`config.mk`:
```
export PLATFORM = sky130hd
export DESIGN_NAME = seq_shifter_flat
export DESIGN_NICKNAME = d
export VERILOG_FILES = /design/src/rtl/seq_shifter_if.sv /design/src/rtl/seq_shifter.sv /design/src/flat_wrapper.sv
export SDC_FILE = /design/constraint.sdc
export NUM_CORES = 1
export LEC_CHECK = 0
export ABC_AREA = 0
export BUFFER_PORTS_ARGS = -buffer_cell sky130_fd_sc_hd__clkbuf_2
export CORE_MARGIN = 1
export CORE_UTILIZATION = 50
export CTS_CLUSTER_DIAMETER = 120
export CTS_CLUSTER_SIZE = 25
export DETAILED_ROUTE_END_ITERATION = 12
export PLACE_DENSITY = 0.77
export SLEW_MARGIN = 20
export SYNTH_ARGS = -nofsm -noshare
export SYNTH_HDL_FRONTEND = slang
export SYNTH_SLANG_ARGS = --single-unit
```
`constraint.sdc`:
```
create_clock -name clk -period 1.8 [get_ports clk]
set_input_delay 0.18 -clock clk [delete_from_list [all_inputs] [get_ports clk]]
set_output_delay 0.18 -clock clk [all_outputs]
set_load 0.02 [all_outputs]
```
`src/rtl/seq_shifter_if.sv`:
```
// seq_shifter_if: request/response bundle for the multi-cycle shifter.
// The master drives requests and consumes results; the slave is the shifter.
interface seq_shifter_if #(
  parameter int XLEN = 32
) ();
  localparam int SHW = $clog2(XLEN);

  logic            in_valid;
  logic            in_ready;
  logic [1:0]      op;
  logic [XLEN-1:0] data_in;
  logic [SHW-1:0]  shamt;
  logic            out_valid;
  logic            out_ready;
  logic [XLEN-1:0] data_out;
  logic            busy;

  modport master (
    output in_valid, op, data_in, shamt, out_ready,
    input  in_ready, out_valid, data_out, busy
  );

  modport slave (
    input  in_valid, op, data_in, shamt, out_ready,
    output in_ready, out_valid, data_out, busy
  );
endinterface

```
`src/rtl/seq_shifter.sv`:
```
// seq_shifter: multi-cycle SLL/SRL/SRA (optional ROR) shifter retiring up to
// STEP bit positions per clock, with valid/ready on both sides.
// Optional feature macro: SEQ_SHIFTER_ROTATE_EN (op=11 rotates right when
// defined; otherwise op=11 passes the operand through in one cycle).
module seq_shifter #(
  parameter int XLEN = 32,
  parameter int STEP = 1
) (
  input  logic         clk,
  input  logic         rst,
  seq_shifter_if.slave bus
);
  localparam int SHW = $clog2(XLEN);

  localparam logic [1:0] S_IDLE = 2'd0;
  localparam logic [1:0] S_BUSY = 2'd1;
  localparam logic [1:0] S_DONE = 2'd2;

  localparam logic [1:0] OP_SLL = 2'b00;
  localparam logic [1:0] OP_SRL = 2'b01;
  localparam logic [1:0] OP_SRA = 2'b10;

  localparam logic [SHW:0] STEP_W = (SHW+1)'(STEP);
`ifdef SEQ_SHIFTER_ROTATE_EN
  localparam logic [1:0]   OP_ROR = 2'b11;
  localparam logic [SHW:0] XLEN_W = (SHW+1)'(XLEN);
`endif

  logic [1:0]      state_q, state_d;
  logic [XLEN-1:0] acc_q, acc_d;
  logic [SHW-1:0]  rem_q, rem_d;
  logic [1:0]      op_q, op_d;
  logic [XLEN-1:0] data_out_q, data_out_d;
  logic            out_valid_q, out_valid_d;

  logic [SHW:0]    k;
  logic [XLEN-1:0] shifted;
  logic            pass_through;

  // Bits retired this cycle: the smaller of STEP and what is still left.
  always_comb begin
    if ({1'b0, rem_q} < STEP_W) k = {1'b0, rem_q};
    else                        k = STEP_W;
  end

  // One partial shift of the accumulator by k according to the latched op.
  always_comb begin
    shifted = acc_q;
    case (op_q)
      OP_SLL:  shifted = acc_q << k;
      OP_SRL:  shifted = acc_q >> k;
      OP_SRA:  shifted = XLEN'($signed(acc_q) >>> k);
`ifdef SEQ_SHIFTER_ROTATE_EN
      OP_ROR:  shifted = (acc_q >> k) | (acc_q << (XLEN_W - k));
`endif
      default: shifted = acc_q;
    endcase
  end

  // Without rotate support, op=11 forces a zero remaining count so the
  // operand comes straight back after one cycle.
`ifdef SEQ_SHIFTER_ROTATE_EN
  assign pass_through = 1'b0;
`else
  assign pass_through = (bus.op == 2'b11);
`endif

  // Next-state and datapath control for IDLE -> BUSY -> DONE.
  always_comb begin
    state_d     = state_q;
    acc_d       = acc_q;
    rem_d       = rem_q;
    op_d        = op_q;
    data_out_d  = data_out_q;
    out_valid_d = out_valid_q;
    case (state_q)
      S_IDLE: begin
        if (bus.in_valid) begin
          acc_d   = bus.data_in;
          op_d    = bus.op;
          rem_d   = pass_through ? '0 : bus.shamt;
          state_d = S_BUSY;
        end
      end
      S_BUSY: begin
        if (rem_q == '0) begin
          data_out_d  = acc_q;
          out_valid_d = 1'b1;
          state_d     = S_DONE;
        end else begin
          acc_d = shifted;
          rem_d = rem_q - k[SHW-1:0];
        end
      end
      S_DONE: begin
        if (bus.out_ready) begin
          out_valid_d = 1'b0;
          state_d     = S_IDLE;
        end
      end
      default: state_d = S_IDLE;
    endcase
  end

  // State registers; reset abandons any transaction in flight.
  always_ff @(posedge clk or negedge rst) begin
    if (!rst) begin
      state_q     <= S_IDLE;
      acc_q       <= '0;
      rem_q       <= '0;
      op_q        <= '0;
      data_out_q  <= '0;
      out_valid_q <= 1'b0;
    end else begin
      state_q     <= state_d;
      acc_q       <= acc_d;
      rem_q       <= rem_d;
      op_q        <= op_d;
      data_out_q  <= data_out_d;
      out_valid_q <= out_valid_d;
    end
  end

  assign bus.in_ready  = (state_q == S_IDLE);
  assign bus.busy      = (state_q != S_IDLE);
  assign bus.out_valid = out_valid_q;
  assign bus.data_out  = data_out_q;
endmodule

```
`src/flat_wrapper.sv`:
```
// flat-port wrapper written by rule: the top's interface ports become plain ports
module seq_shifter_flat 
#(
  parameter int XLEN = 32,
  parameter int STEP = 1
)
  (clk, rst, bus_in_valid, bus_op, bus_data_in, bus_shamt, bus_out_ready, bus_in_ready, bus_out_valid, bus_data_out, bus_busy);
  seq_shifter_if #(.XLEN(XLEN)) bus_i ();
  input  logic clk;
  input  logic rst;
  input wire logic [$bits(bus_i.in_valid)-1:0] bus_in_valid;
  input wire logic [$bits(bus_i.op)-1:0] bus_op;
  input wire logic [$bits(bus_i.data_in)-1:0] bus_data_in;
  input wire logic [$bits(bus_i.shamt)-1:0] bus_shamt;
  input wire logic [$bits(bus_i.out_ready)-1:0] bus_out_ready;
  output wire logic [$bits(bus_i.in_ready)-1:0] bus_in_ready;
  output wire logic [$bits(bus_i.out_valid)-1:0] bus_out_valid;
  output wire logic [$bits(bus_i.data_out)-1:0] bus_data_out;
  output wire logic [$bits(bus_i.busy)-1:0] bus_busy;
  assign bus_i.in_valid = bus_in_valid;
  assign bus_i.op = bus_op;
  assign bus_i.data_in = bus_data_in;
  assign bus_i.shamt = bus_shamt;
  assign bus_i.out_ready = bus_out_ready;
  assign bus_in_ready = bus_i.in_ready;
  assign bus_out_valid = bus_i.out_valid;
  assign bus_data_out = bus_i.data_out;
  assign bus_busy = bus_i.busy;
  seq_shifter #(.XLEN(XLEN), .STEP(STEP)) u_core (.clk(clk), .rst(rst), .bus(bus_i));
endmodule
```
==> results of run 1 <==
[registers in the layout (all words and copies together), names as in the netlist]
| signal | flops |
|---|---|
| u_core.op_q | 2 |
| u_core.rem_q | 5 |
| u_core.acc_q | 32 |
| u_core.state_q | 2 |
| u_core.bus.data_out | 32 |
| u_core.bus.out_valid | 1 |
[final cells by class]
class / instances / area, sq um
clock buffer: 10 / 127.6
tap: 99 / 123.9
inverter: 7 / 26.28
sequential: 74 / 1853
multi-input combinational: 247 / 2022
fill: 569 / 2305
clock inverter: 6 / 137.6
timing repair buffer: 113 / 735.7
[placed cells by master (no fill, tap or decap), types with 2 or more instances in the layout]
master and instances:
buf_12 3, o211ai_1 9, or3_4 2, a21oi_1 13
a22oi_1 16, o311ai_4 3, buf_4 25, and2_4 2
clkbuf_2 76, nand2b_1 5, o21ai_1 11, mux2i_1 17
nand3_1 24, nand2_1 19, inv_2 2, o311ai_1 9
nor2_1 8, a2bb2oi_1 5, inv_1 5, buf_6 6
a2bb2oi_2 5, o311ai_2 4, dfrtp_1 73, clkbuf_8 9
a31oi_1 3, a221o_1 3, a22oi_2 3, mux2_2 30
bufinv_16 4, ha_4 3, o21ai_0 27
[cell usage after synthesis, drive strengths merged]
library cell,n,area share
nor2b,2,0.0033
nand3b,1,0.0029
clkbuf,13,0.013
inv,7,0.0068
a211oi,1,0.0020
a31oi,3,0.0049
o311ai,16,0.036
o31ai,1,0.0020
a2bb2oi,10,0.026
ha,4,0.013
nand2,20,0.021
o21ai,38,0.049
nand3,25,0.034
nor2,10,0.012
a311oi,1,0.0039
or2,2,0.0033
mux2i,17,0.044
and3,1,0.0016
o221ai,2,0.0062
nor3,2,0.0039
mux2,30,0.088
a22oi,19,0.037
nor4,1,0.0016
nand2b,5,0.0081
a221o,3,0.0078
o211ai,10,0.023
buf,17,0.027
nor3b,1,0.0033
dfrtp,74,0.48
o21bai,1,0.0020
a32o,1,0.0026
and2,1,0.0023
a22o,1,0.0023
or3,2,0.0046
a21oi,14,0.018
[routing by layer]
| layer | routed length, um | up-vias | part of all wire |
|---|---|---|---|
| met5 | 0 | - | 0 |
| met2 | 5057 | 163 | 0.49 |
| li1 | - | 1544 | - |
| met1 | 4392 | 1683 | 0.43 |
| met3 | 657 | 20 | 0.064 |
| met4 | 199 | 0 | 0.019 |
[power by group through the flow]
stage / Clock [uW] / Sequential, uW / Combinational (uW)
after global routing: 1800 / 3070 / 7710
final: 1720 / 2990 / 7170
after floorplan: 0 / 3220 / 4010
after global placement: 0 / 2930 / 5740
after detailed placement: 0 / 2980 / 5970
after CTS: 1740 / 2950 / 6210
[what timing repair did]
item | in CTS | in global routing
hold buffers | 1 | 0
hold endpoints to repair | 21 | 0
cloned | 2 | 1
pin swaps | 3 | 13
setup endpoints to repair | 27 | 33
gates resized for setup | 7 | 33
setup buffers | 0 | 2
[cells by family (layout without fill, tap and decap cells)]
group | count (synthesis) | count (layout) | synth area share
AOI/OAI and AO/OA | 121 | 122 | 0.2240
adders and majority gates | 4 | 4 | 0.01303
buffers and inverters | 37 | 136 | 0.04689
DFF | 74 | 74 | 0.4819
muxes | 47 | 47 | 0.1322
and+or+nand+nor | 73 | 74 | 0.1019
[worst reg2reg max path: cells and delay by family (launching register included)]
| family | cells | cell delay, ns |
|---|---|---|
| flops | 1 | 0.47 |
| simple gates | 1 | 0.36 |
| compound gates | 3 | 0.87 |
| buf+inv | 1 | 0.24 |
[metrics by stage]
step                worst slack, ns  instances
finish                      -0.2217        556
global route                -0.3083        556
CTS                        0.001334        553
detailed placement         -0.09822        534
global placement            0.01979        534
floorplan                  -0.02799        356
[worst paths after layout]
path / start / slack (ns) / endpoint
worst min-delay path: bus_data_in[26] / 0.03 / u_core.acc_q[26]$_DFFE_PN0P_
min in group asynchronous: rst / 0.35 / u_core.bus.data_out[3]$_DFFE_PN0P_
worst max-delay path: u_core.rem_q[4]$_DFFE_PN0P_ / -0.22 / u_core.acc_q[6]$_DFFE_PN0P_
worst max register to register: u_core.rem_q[4]$_DFFE_PN0P_ / -0.22 / u_core.acc_q[6]$_DFFE_PN0P_
worst min register to register: u_core.bus.data_out[29]$_DFFE_PN0P_ / 0.50 / u_core.bus.data_out[29]$_DFFE_PN0P_
max in group asynchronous: rst / 0.89 / u_core.acc_q[29]$_DFFE_PN0P_
==> metrics.log, run 1 <==
[metrics] outcome: complete, but fails checks
[metrics] violated checks: setup timing
[metrics] min Tclk post-route: 2.022 ns
[metrics] Sw Share: 0.4355
[metrics] crit-path leading delay family: compound AO/OA/AOI/OAI gates
[metrics] overall via count from detail_route: 3410
[metrics] fraction of final layout cells sized beyond drive strength 1: 0.4333
[metrics] cell at the root of the clock tree: clkbuf_8
[metrics] DIE AREA: 8040 sq um
[metrics] Crit Path Class: reg2reg
[metrics] first-pass GRT wire length: about 16000 um
[metrics] Die W: around 90 um
[metrics] worst-case headroom to the max-slew limit: 0.6099
[metrics] setup total negative slack: -0.2217 ns
[metrics] initial detailed-routing violation count: 313
[metrics] post-detailed-route via-to-cell ratio: 6.133
[metrics] worst ir drop on vdd: roughly 1.4 mV
[metrics] Placer Congestion: approximately 0.88
[metrics] Crit path buffers/inverters: 1
[metrics] antenna violations before repair: 0
[metrics] required time of the worst setup path: 2.08 ns
[metrics] final slew viol count: 0
[metrics] most prevalent standard cell on the critical path: o311ai_1
[metrics] core region area: around 7300 sq um
[metrics] Die Ht: 89.67 um
[metrics] sw power: 5177 uW
[metrics] hold path depth: 3
[metrics] number of sinks driven by the clock tree: 74
[metrics] ordered cell list for the critical path: or2_2, buf_4, o311ai_1, o311ai_1, a2bb2oi_1
[metrics] Worst Path Max Fanout: 19
[metrics] upper clock frequency limit: roughly 490 MHz
[metrics] post-synthesis sequential area ratio: 0.4819
[metrics] type of the tightest min-delay check: in2reg
[metrics] Lkg Pwr: around 0.0023 uW
[metrics] share of power burned in registers: 0.251
[metrics] Port Buffer Count: 77
[metrics] met1 GRT Util: 0.3634
[metrics] count of cell types in the netlist: 48
[metrics] utilization of the core after routing: 0.6856
[metrics] diode insertion count for antenna repair: 0
[metrics] combinational cell fraction of total power: 0.603
[metrics] Worst-Margin Slew: 0.5851 ns
[metrics] Avg Synthesized Cell Area: between 10 and 15 sq um
[metrics] count of standard-cell rows: 31
[metrics] endpoint class of the critical path: register
[metrics] count of unresolved DRC violations after routing: 0
[metrics] CTS tree: built
[metrics] placed wire-length estimate: 6632 um
[metrics] global-route track usage on met2: 0.4174
[metrics] data arrival time of the critical path: 2.30 ns
[metrics] Remaining Overflow, GRT: 0
[metrics] net count reported at finish: 499
[metrics] vias in the first global route: 3140
[metrics] Syn-to-layout area delta: 30.80%
[metrics] CTS max path bufs: 2
[metrics] share of total power in the clock network: 0.145
[metrics] depth of the critical timing path with buffers and inverters included: 5
[metrics] Post-Synthesis Cell Area: ~3800 sq um
[metrics] GR peak layer: met2
[metrics] pin count of the biggest net entering global routing: 28
[metrics] post-route cell area: 5026 sq um
[metrics] type of origin of the critical path: register
[metrics] power density cells: between 2000 and 2500 nW/um^2
[metrics] total routing usage reported by global routing: 0.2675
[metrics] number of max-cap violations: 0
[metrics] cell type of the slowest stage on the worst timing path: dfrtp_2
[metrics] slack of the critical path: -0.2217 ns
[metrics] maximum level of the CTS H-tree: 3
[metrics] Inserted Clock Buffers: 9
[metrics] synth warn: 0
[metrics] peak per-stage delay on the critical path: 0.47 ns
[metrics] total length of routed wires: 10310 um
[metrics] final count of hold timing violations: 0
[metrics] post-layout total power: 11890 uW
[metrics] Setup Skew: 0.01074 ns
[metrics] cell internal pwr: 6711 uW
[metrics] Final ANT Viol Nets: 0
[metrics] clock latency at the later pin of the worst-skew pair: 0.36 ns
[metrics] Post-DP Area: 4478 sq um
[metrics] Initial Utilization: 0.5242
[metrics] register clock-pin slew on the reported worst setup and hold paths: 0.08 ns
[metrics] met3 Resource Use GR: 0.04662
[metrics] count of pins on the block boundary: 78
[metrics] total of flip-flops plus latches after synthesis: 74
[metrics] final setup fails: 1
[metrics] average wire per standard cell: 18.54 um
[metrics] number of cells on the worst reg-to-reg path: 5
[metrics] final worst-path cycle share: 1.123
[metrics] synthesized instance count: about 360
[metrics] count of TritonRoute iterations in the first routing pass: 5
[metrics] syn nets: between 400 and 500
[metrics] worst hold slack: 0.03030 ns
Power figures use the tool's default switching activity.
==> inputs of run 2 (changes only) <==
clock period = 1.7 ns   (was 1.8 ns; I/O delays follow)
==> run 2 against run 1 <==
Sequential share of layout area fell by 0.86 points. Register-to-register slack improved by 0.09 ns. Final area is 2.3% higher. Highest routed layer unchanged. Clock skew rose by 0.00095 ns. Maximum frequency is 10% higher. Clock power is 10% lower. Power increased by 9.2%. The run still ends with setup timing left.
==> metrics.log, run 2 (synthesized netlist as in run 1, its figures left out) <==
[metrics] crit-path leading delay family: compound AO/OA/AOI/OAI gates
[metrics] unrepaired setup endpoints after global routing: true
[metrics] Placer Congestion: 0.8411 (-4.8%)
[metrics] cell type of the slowest stage on the worst timing path: dfrtp_1
[metrics] count of pins on the block boundary: 78 (unchanged)
[metrics] diode insertion count for antenna repair: 0 (unchanged)
[metrics] antenna violations before repair: 0 (unchanged)
[metrics] vias in the first global route: 3258 (+3.8%)
[metrics] total length of routed wires: 11500 um (+12%)
[metrics] outcome: complete, but fails checks
[metrics] count of standard-cell rows: 31 (unchanged)
[metrics] type of the tightest min-delay check: in2reg
[metrics] commonest cells after routing, fill and taps aside: 76 x clkbuf_2, 74 x dfrtp_1, 35 x buf_4, 30 x mux2_2, 24 x nand3_1
[metrics] power density cells: 2525 nW/um^2 (+6.8%)
[metrics] endpoint class of the critical path: register
[metrics] count of TritonRoute iterations in the first routing pass: 5 (unchanged)
[metrics] average wire per standard cell: 20.17 um (+8.8%)
[metrics] data arrival time of the critical path: 2.10 ns (-0.20 ns)
[metrics] post-layout total power: 12990 uW (+9.2%)
[metrics] Die W: 89.67 um (unchanged)
[metrics] Die Ht: 89.67 um (unchanged)
[metrics] clock latency at the later pin of the worst-skew pair: 0.36 ns (about the same)
[metrics] final worst-path cycle share: 1.076 (-0.04675)
[metrics] number of sinks driven by the clock tree: 74 (unchanged)
[metrics] worst-case headroom to the max-slew limit: 0.6631 (+0.05315)
[metrics] post-detailed-route via-to-cell ratio: 6.395 (+4.3%)
[metrics] sw power: 5778 uW (+12%)
[metrics] required time of the worst setup path: 1.97 ns (-0.11 ns)
[metrics] post-route cell area: 5142 sq um (+2.3%)
[metrics] register clock-pin slew on the reported worst setup and hold paths: 0.08 ns (about the same)
[metrics] net count reported at finish: 513 (+2.8%)
[metrics] worst setup slack before clock tree synthesis: -0.08198 ns (+0.01624 ns)
[metrics] Remaining Overflow, GRT: 0 (unchanged)
[metrics] final setup fails: 22 (+21)
[metrics] pin count of the biggest net entering global routing: 29 (+3.6%)
[metrics] number of max-cap violations: 0 (unchanged)
[metrics] ordered cell list for the critical path: inv_2, ha_2, buf_6, nor2_4, buf_6, o311ai_2, o311ai_1, a2bb2oi_1
[metrics] min Tclk post-route: 1.830 ns (-0.1918 ns)
[metrics] final count of hold timing violations: 0 (unchanged)
[metrics] Crit Path Class: reg2reg
[metrics] Sw Share: 0.4450 (+0.009477)
[metrics] DIE AREA: 8040 sq um (unchanged)
[metrics] share of total power in the clock network: 0.119 (-0.026)
[metrics] Non-Filler Instances: 570 (+2.5%)
[metrics] cell internal pwr: 7208 uW (+7.4%)
[metrics] type of origin of the critical path: register
[metrics] upper clock frequency limit: 546.5 MHz (+10%)
[metrics] CTS tree: built
[metrics] Final ANT Viol Nets: 0 (unchanged)
[metrics] Setup Skew: 0.01169 ns (+0.0009460 ns)
[metrics] Post-DP Area: 4531 sq um (+1.2%)
[metrics] Crit path buffers/inverters: 3 (+2)
[metrics] number of cells in the design after placement: 541 (+1.3%)
[metrics] most prevalent standard cell on the critical path: buf_6
[metrics] CTS max path bufs: 2 (unchanged)
[metrics] placed wire-length estimate: 6884 um (+3.8%)
[metrics] combinational cell fraction of total power: 0.635 (+0.032)
[metrics] most common library cell in the layout ignoring fill and taps: clkbuf_2
[metrics] worst ir drop on vdd: 1.711 mV (+24%)
[metrics] maximum level of the CTS H-tree: 3 (unchanged)
[metrics] initial detailed-routing violation count: 362 (+16%)
[metrics] final slew viol count: 0 (unchanged)
[metrics] core region area: 7331 sq um (unchanged)
[metrics] fraction of final layout cells sized beyond drive strength 1: 0.4522 (+0.01897)
[metrics] first-pass GRT wire length: 16530 um (+3.6%)
[metrics] share of power burned in registers: 0.246 (-0.005)
[metrics] Port Buffer Count: 77 (unchanged)
[metrics] Inserted Clock Buffers: 9 (unchanged)
[metrics] overall via count from detail_route: 3645 (+6.9%)
[metrics] total routing usage reported by global routing: 0.2772 (+0.009695)
[metrics] Worst Path Max Fanout: 11 (-8)
[metrics] count of unresolved DRC violations after routing: 0 (unchanged)
[metrics] Initial Utilization: 0.5242 (unchanged)
[metrics] Lkg Pwr: 0.002357 uW (+2.8%)
[metrics] Syn-to-layout area delta: 33.83%
[metrics] slack of the critical path: -0.1299 ns (+0.09179 ns)
[metrics] peak per-stage delay on the critical path: 0.41 ns (-0.06 ns)
[metrics] cell at the root of the clock tree: clkbuf_8
[metrics] violated checks: setup timing
[metrics] Worst-Margin Slew: 0.5054 ns (-0.07973 ns)
==> run 2: changes by cell type in the layout (fill, tap and decap cells not counted), moves of 3 or more <==
cell,previous run,this run
o21ai_2,0,4
a2bb2oi_2,5,2
a2bb2oi_1,5,8
buf_4,25,35
o311ai_2,4,7
o21ai_0,27,22
==> run 2: layout make-up <==
type	count	area [sq um]
fill	510	2188
multi-input combinational	247	2026
sequential	74	1852
timing repair buffer	127	887.1
clock buffer	10	137.6
tap	99	123.9
clock inverter	6	90.09
inverter	7	26.28
==> run 2: per-layer routing <==
metal / track usage / part of all wire / vias up
met3: 0.05667 / 0.086 / 48
met1: 0.3660 / 0.39 / 1771
met5: 0 / 0 / -
li1: - / - / 1573
met4: 0.1111 / 0.030 / 0
met2: 0.4490 / 0.49 / 253
==> run 2: per-stage QoR <==
step           hold WS, ns  setup TNS (ns)    util
5_1_grt            0.03276          -2.355  0.7015
3_3_place_gp        0.1681         -0.1735  0.6180
2_1_floorplan      -0.1256         -0.3024       -
3_5_place_dp        0.1720          -1.507  0.6180
6_report           0.03445         -0.7703  0.7015
4_1_cts            0.03575        -0.01944  0.6660
==> run 2: power groups by stage <==
stage,Sequential (uW),Combinational (uW),Clock [uW]
detailed placement,3160,6440,0
floorplan,3410,4270,0
CTS,3140,6930,1550
finish,3190,8250,1540
global placement,3100,6210,0
global route,3260,8750,1650
==> run 2: path summary, 6_finish.rpt <==
path / from / endpoint / slack, ns / cells after the start
worst max-delay path: u_core.op_q[1]$_DFFE_PN0P_ / u_core.acc_q[3]$_DFFE_PN0P_ / -0.13 / 8
worst min-delay path: bus_data_in[26] / u_core.acc_q[26]$_DFFE_PN0P_ / 0.03 / 3
worst max register to register: u_core.op_q[1]$_DFFE_PN0P_ / u_core.acc_q[3]$_DFFE_PN0P_ / -0.13 / 8
worst min register to register: u_core.bus.data_out[25]$_DFFE_PN0P_ / u_core.bus.data_out[25]$_DFFE_PN0P_ / 0.51 / 1
max in group asynchronous: rst / u_core.acc_q[30]$_DFFE_PN0P_ / 0.85 / 3
min in group asynchronous: rst / u_core.bus.data_out[5]$_DFFE_PN0P_ / 0.31 / 2
==> run 2: what timing repair did <==
action	in CTS	in global routing
gates resized for setup	17	33
endpoints found under the hold margin	18	0
pin swaps	6	20
hold buffers	1	0
gates cloned	2	2
setup buffers	1	7
endpoints found under the setup margin	33	36
==> run 2: worst min-delay path: stages <==
cell and delay, ns:
clkbuf_2 0.07, nand2_1 0.04, o211ai_1 0.07
==> inputs of run 3 (changes only) <==
BUFFER_PORTS_ARGS = unset   (was -buffer_cell sky130_fd_sc_hd__clkbuf_2)
CORE_UTILIZATION = 55   (was 50)
DONT_BUFFER_PORTS = 1   (was unset)
PLACE_DENSITY = 0.73   (was 0.77)
TNS_END_PERCENT = 100   (was unset)
clock period = 1.5 ns   (was 1.7 ns; I/O delays follow)
==> run 3 against run 2 <==
The flow finishes with violations (hold timing, setup timing). Clock power increased by 27%. Die area fell by 8.9%. Utilization increased by 4.2 points. Setup slack worse by 0.18 ns. Final cell count decreased by 12%. Largest cell class unchanged. Largest power group unchanged.
==> metrics.log, run 3 (synthesized netlist as in run 1, its figures left out) <==
[metrics] worst ir drop on vdd: 1.788 mV (+4.5%)
[metrics] Setup Skew: 0.01154 ns (-0.0001513 ns)
[metrics] count of standard-cell rows: 30 (-3.2%)
[metrics] CTS max path bufs: 2 (unchanged)
[metrics] total length of routed wires: 10550 um (-8.3%)
[metrics] worst setup slack before clock tree synthesis: -0.2370 ns (-0.1550 ns)
[metrics] critical register-to-register path endpoint: u_core.acc_q[18]$_DFFE_PN0P_
[metrics] diode insertion count for antenna repair: 0 (unchanged)
[metrics] number of hold buffers added after CTS: 15 (+14)
[metrics] placed wire-length estimate: 6659 um (-3.3%)
[metrics] Die Ht: 85.59 um (-4.6%)
[metrics] total routing usage reported by global routing: 0.2901 (+0.01287)
[metrics] fraction of final layout cells sized beyond drive strength 1: 0.3619 (-0.09032)
[metrics] post-layout total power: 14440 uW (+11%)
[metrics] worst setup path startpoint: u_core.op_q[0]$_DFFE_PN0P_
[metrics] count of pins on the block boundary: 78 (unchanged)
[metrics] pin count of the biggest net entering global routing: 75 (+160%)
[metrics] outcome: complete, but fails checks
[metrics] count of filler cells inserted in the layout: 452 (-11%)
[metrics] required time of the worst setup path: 1.72 ns (-0.25 ns)
[metrics] Syn-to-layout area delta: 30.80%
[metrics] final setup fails: 66 (+200%)
[metrics] overall via count from detail_route: 3285 (-9.9%)
[metrics] power density cells: 2873 nW/um^2 (+14%)
[metrics] worst hold slack: -0.5245 ns (-0.5590 ns)
[metrics] core region area: 6756 sq um (-7.8%)
[metrics] Port Buffer Count: 0 (-100%)
[metrics] Worst-Margin Slew: 0.3646 ns (-0.1408 ns)
[metrics] cell at the root of the clock tree: clkbuf_8
[metrics] net count reported at finish: 462 (-9.9%)
[metrics] number of sinks driven by the clock tree: 74 (unchanged)
[metrics] Placer Congestion: 0.8708 (+3.5%)
[metrics] Inserted Clock Buffers: 9 (unchanged)
[metrics] type of origin of the critical path: register
[metrics] DIE AREA: 7325 sq um (-8.9%)
[metrics] violated checks: hold timing, setup timing
[metrics] initial detailed-routing violation count: 316 (-13%)
[metrics] clock latency at the later pin of the worst-skew pair: 0.36 ns (about the same)
[metrics] most common library cell in the layout ignoring fill and taps: dfrtp_1
[metrics] sequential standard cell area: 1852 sq um (unchanged)
[metrics] maximum level of the CTS H-tree: 3 (unchanged)
[metrics] utilization of the core after routing: 0.7439 (+0.04240)
[metrics] count of unresolved DRC violations after routing: 0 (unchanged)
[metrics] reg2reg start: u_core.op_q[0]$_DFFE_PN0P_
[metrics] area occupied by multi-input gates: 2022 sq um (-0.19%)
[metrics] type of the tightest min-delay check: in2async
[metrics] worst-case headroom to the max-slew limit: 0.7547 (+0.09160)
[metrics] number of cells on the worst reg-to-reg path: 7 (-1)
[metrics] average wire per standard cell: 21.09 um (+4.6%)
[metrics] antenna violations before repair: 0 (unchanged)
[metrics] Die W: 85.59 um (-4.6%)
[metrics] final count of hold timing violations: 75 (+75)
[metrics] commonest cells after routing, fill and taps aside: 74 x dfrtp_1, 44 x buf_4, 30 x mux2_2, 24 x nand3_1, 20 x o21ai_0
[metrics] upper clock frequency limit: 552.1 MHz (+1.0%)
[metrics] unrepaired setup endpoints after global routing: true
[metrics] final slew viol count: 0 (unchanged)
[metrics] Initial Utilization: 0.5687 (+0.04455)
[metrics] Crit Path Class: reg2reg
[metrics] CTS tree: built
[metrics] min Tclk post-route: 1.811 ns (-0.01872 ns)
[metrics] reg-to-reg slack, setup: -0.31 ns (-0.18 ns)
[metrics] first-pass GRT wire length: 16420 um (-0.67%)
[metrics] Worst Path Max Fanout: 13 (+2)
[metrics] register clock-pin slew on the reported worst setup and hold paths: 0.09 ns (about the same)
[metrics] Lkg Pwr: 0.002186 uW (-7.2%)
[metrics] post-detailed-route via-to-cell ratio: 6.570 (+2.7%)
[metrics] number of max-cap violations: 0 (unchanged)
[metrics] slack of the critical path: -0.3112 ns (-0.1813 ns)
[metrics] endpoint class of the critical path: register
[metrics] count of TritonRoute iterations in the first routing pass: 5 (unchanged)
[metrics] data arrival time of the critical path: 2.04 ns (-0.06 ns)
[metrics] final worst-path cycle share: 1.207 (+0.1310)
[metrics] Final ANT Viol Nets: 0 (unchanged)
[metrics] vias in the first global route: 3221 (-1.1%)
[metrics] Remaining Overflow, GRT: 0 (unchanged)
-- run 3: worst max path at each step --
stage | endpoint | slack [ns] | cells after the start
final | u_core.acc_q[18]$_DFFE_PN0P_ | -0.31 | 7
after floorplan | u_core.rem_q[1]$_DFFE_PN0P_ | -0.33 | 7
after CTS | u_core.acc_q[18]$_DFFE_PN0P_ | -0.23 | 7
after global placement | u_core.acc_q[18]$_DFFE_PN0P_ | -0.20 | 7
after global routing | u_core.acc_q[18]$_DFFE_PN0P_ | -0.36 | 7
after detailed placement | u_core.acc_q[9]$_DFFE_PN0P_ | -0.24 | 7
-- run 3: timing repair --
item,in CTS,in global routing
setup endpoints to repair,69,70
setup buffers,6,1
endpoints found under the hold margin,90,74
gates cloned,1,2
gates resized for setup,25,27
pin swaps,10,12
-- run 3: stage by stage --
| step | cell area, sq um | hold slack [ns] | TNS, ns | cells |
|---|---|---|---|---|
| 2_1_floorplan | 3929 | -0.1456 | -6.102 | 356 |
| 3_3_place_gp | 4267 | -0.1438 | -10.12 | 459 |
| 3_5_place_dp | 4267 | -0.1442 | -12.00 | 459 |
| 4_1_cts | 4867 | -0.5273 | -8.422 | 497 |
| 5_1_grt | 5026 | -0.5333 | -16.13 | 500 |
| 6_report | 5026 | -0.5245 | -11.75 | 500 |
-- run 3: cell type report --
class / instances / share of cell area
Sequential cell: 74 / 0.3684
Clock buffer: 10 / 0.02738
Multi-Input combinational cell: 245 / 0.4023
Timing Repair Buffer: 78 / 0.1543
Clock inverter: 6 / 0.02240
Tap cell: 80 / 0.01992
Inverter: 7 / 0.005228
-- run 3: critical path, cell delays in order (launching register included) --
cell      delay, ns
dfrtp_1        0.37
inv_2          0.07
ha_2           0.22
or3_4          0.35
o211ai_4       0.12
buf_12         0.19
a21oi_1        0.06
a221o_1        0.29
-- run 3: report_power, final --
group	internal [uW]	switching [uW]
combinational	4160	4230
sequential	2880	1220
clock	1160	791
-- run 3: per-layer routing --
metal,part of all wire,GRT usage
met1,0.42,0.3839
met2,0.50,0.4815
met3,0.063,0.05679
met4,0.017,0.09545
met5,0,0
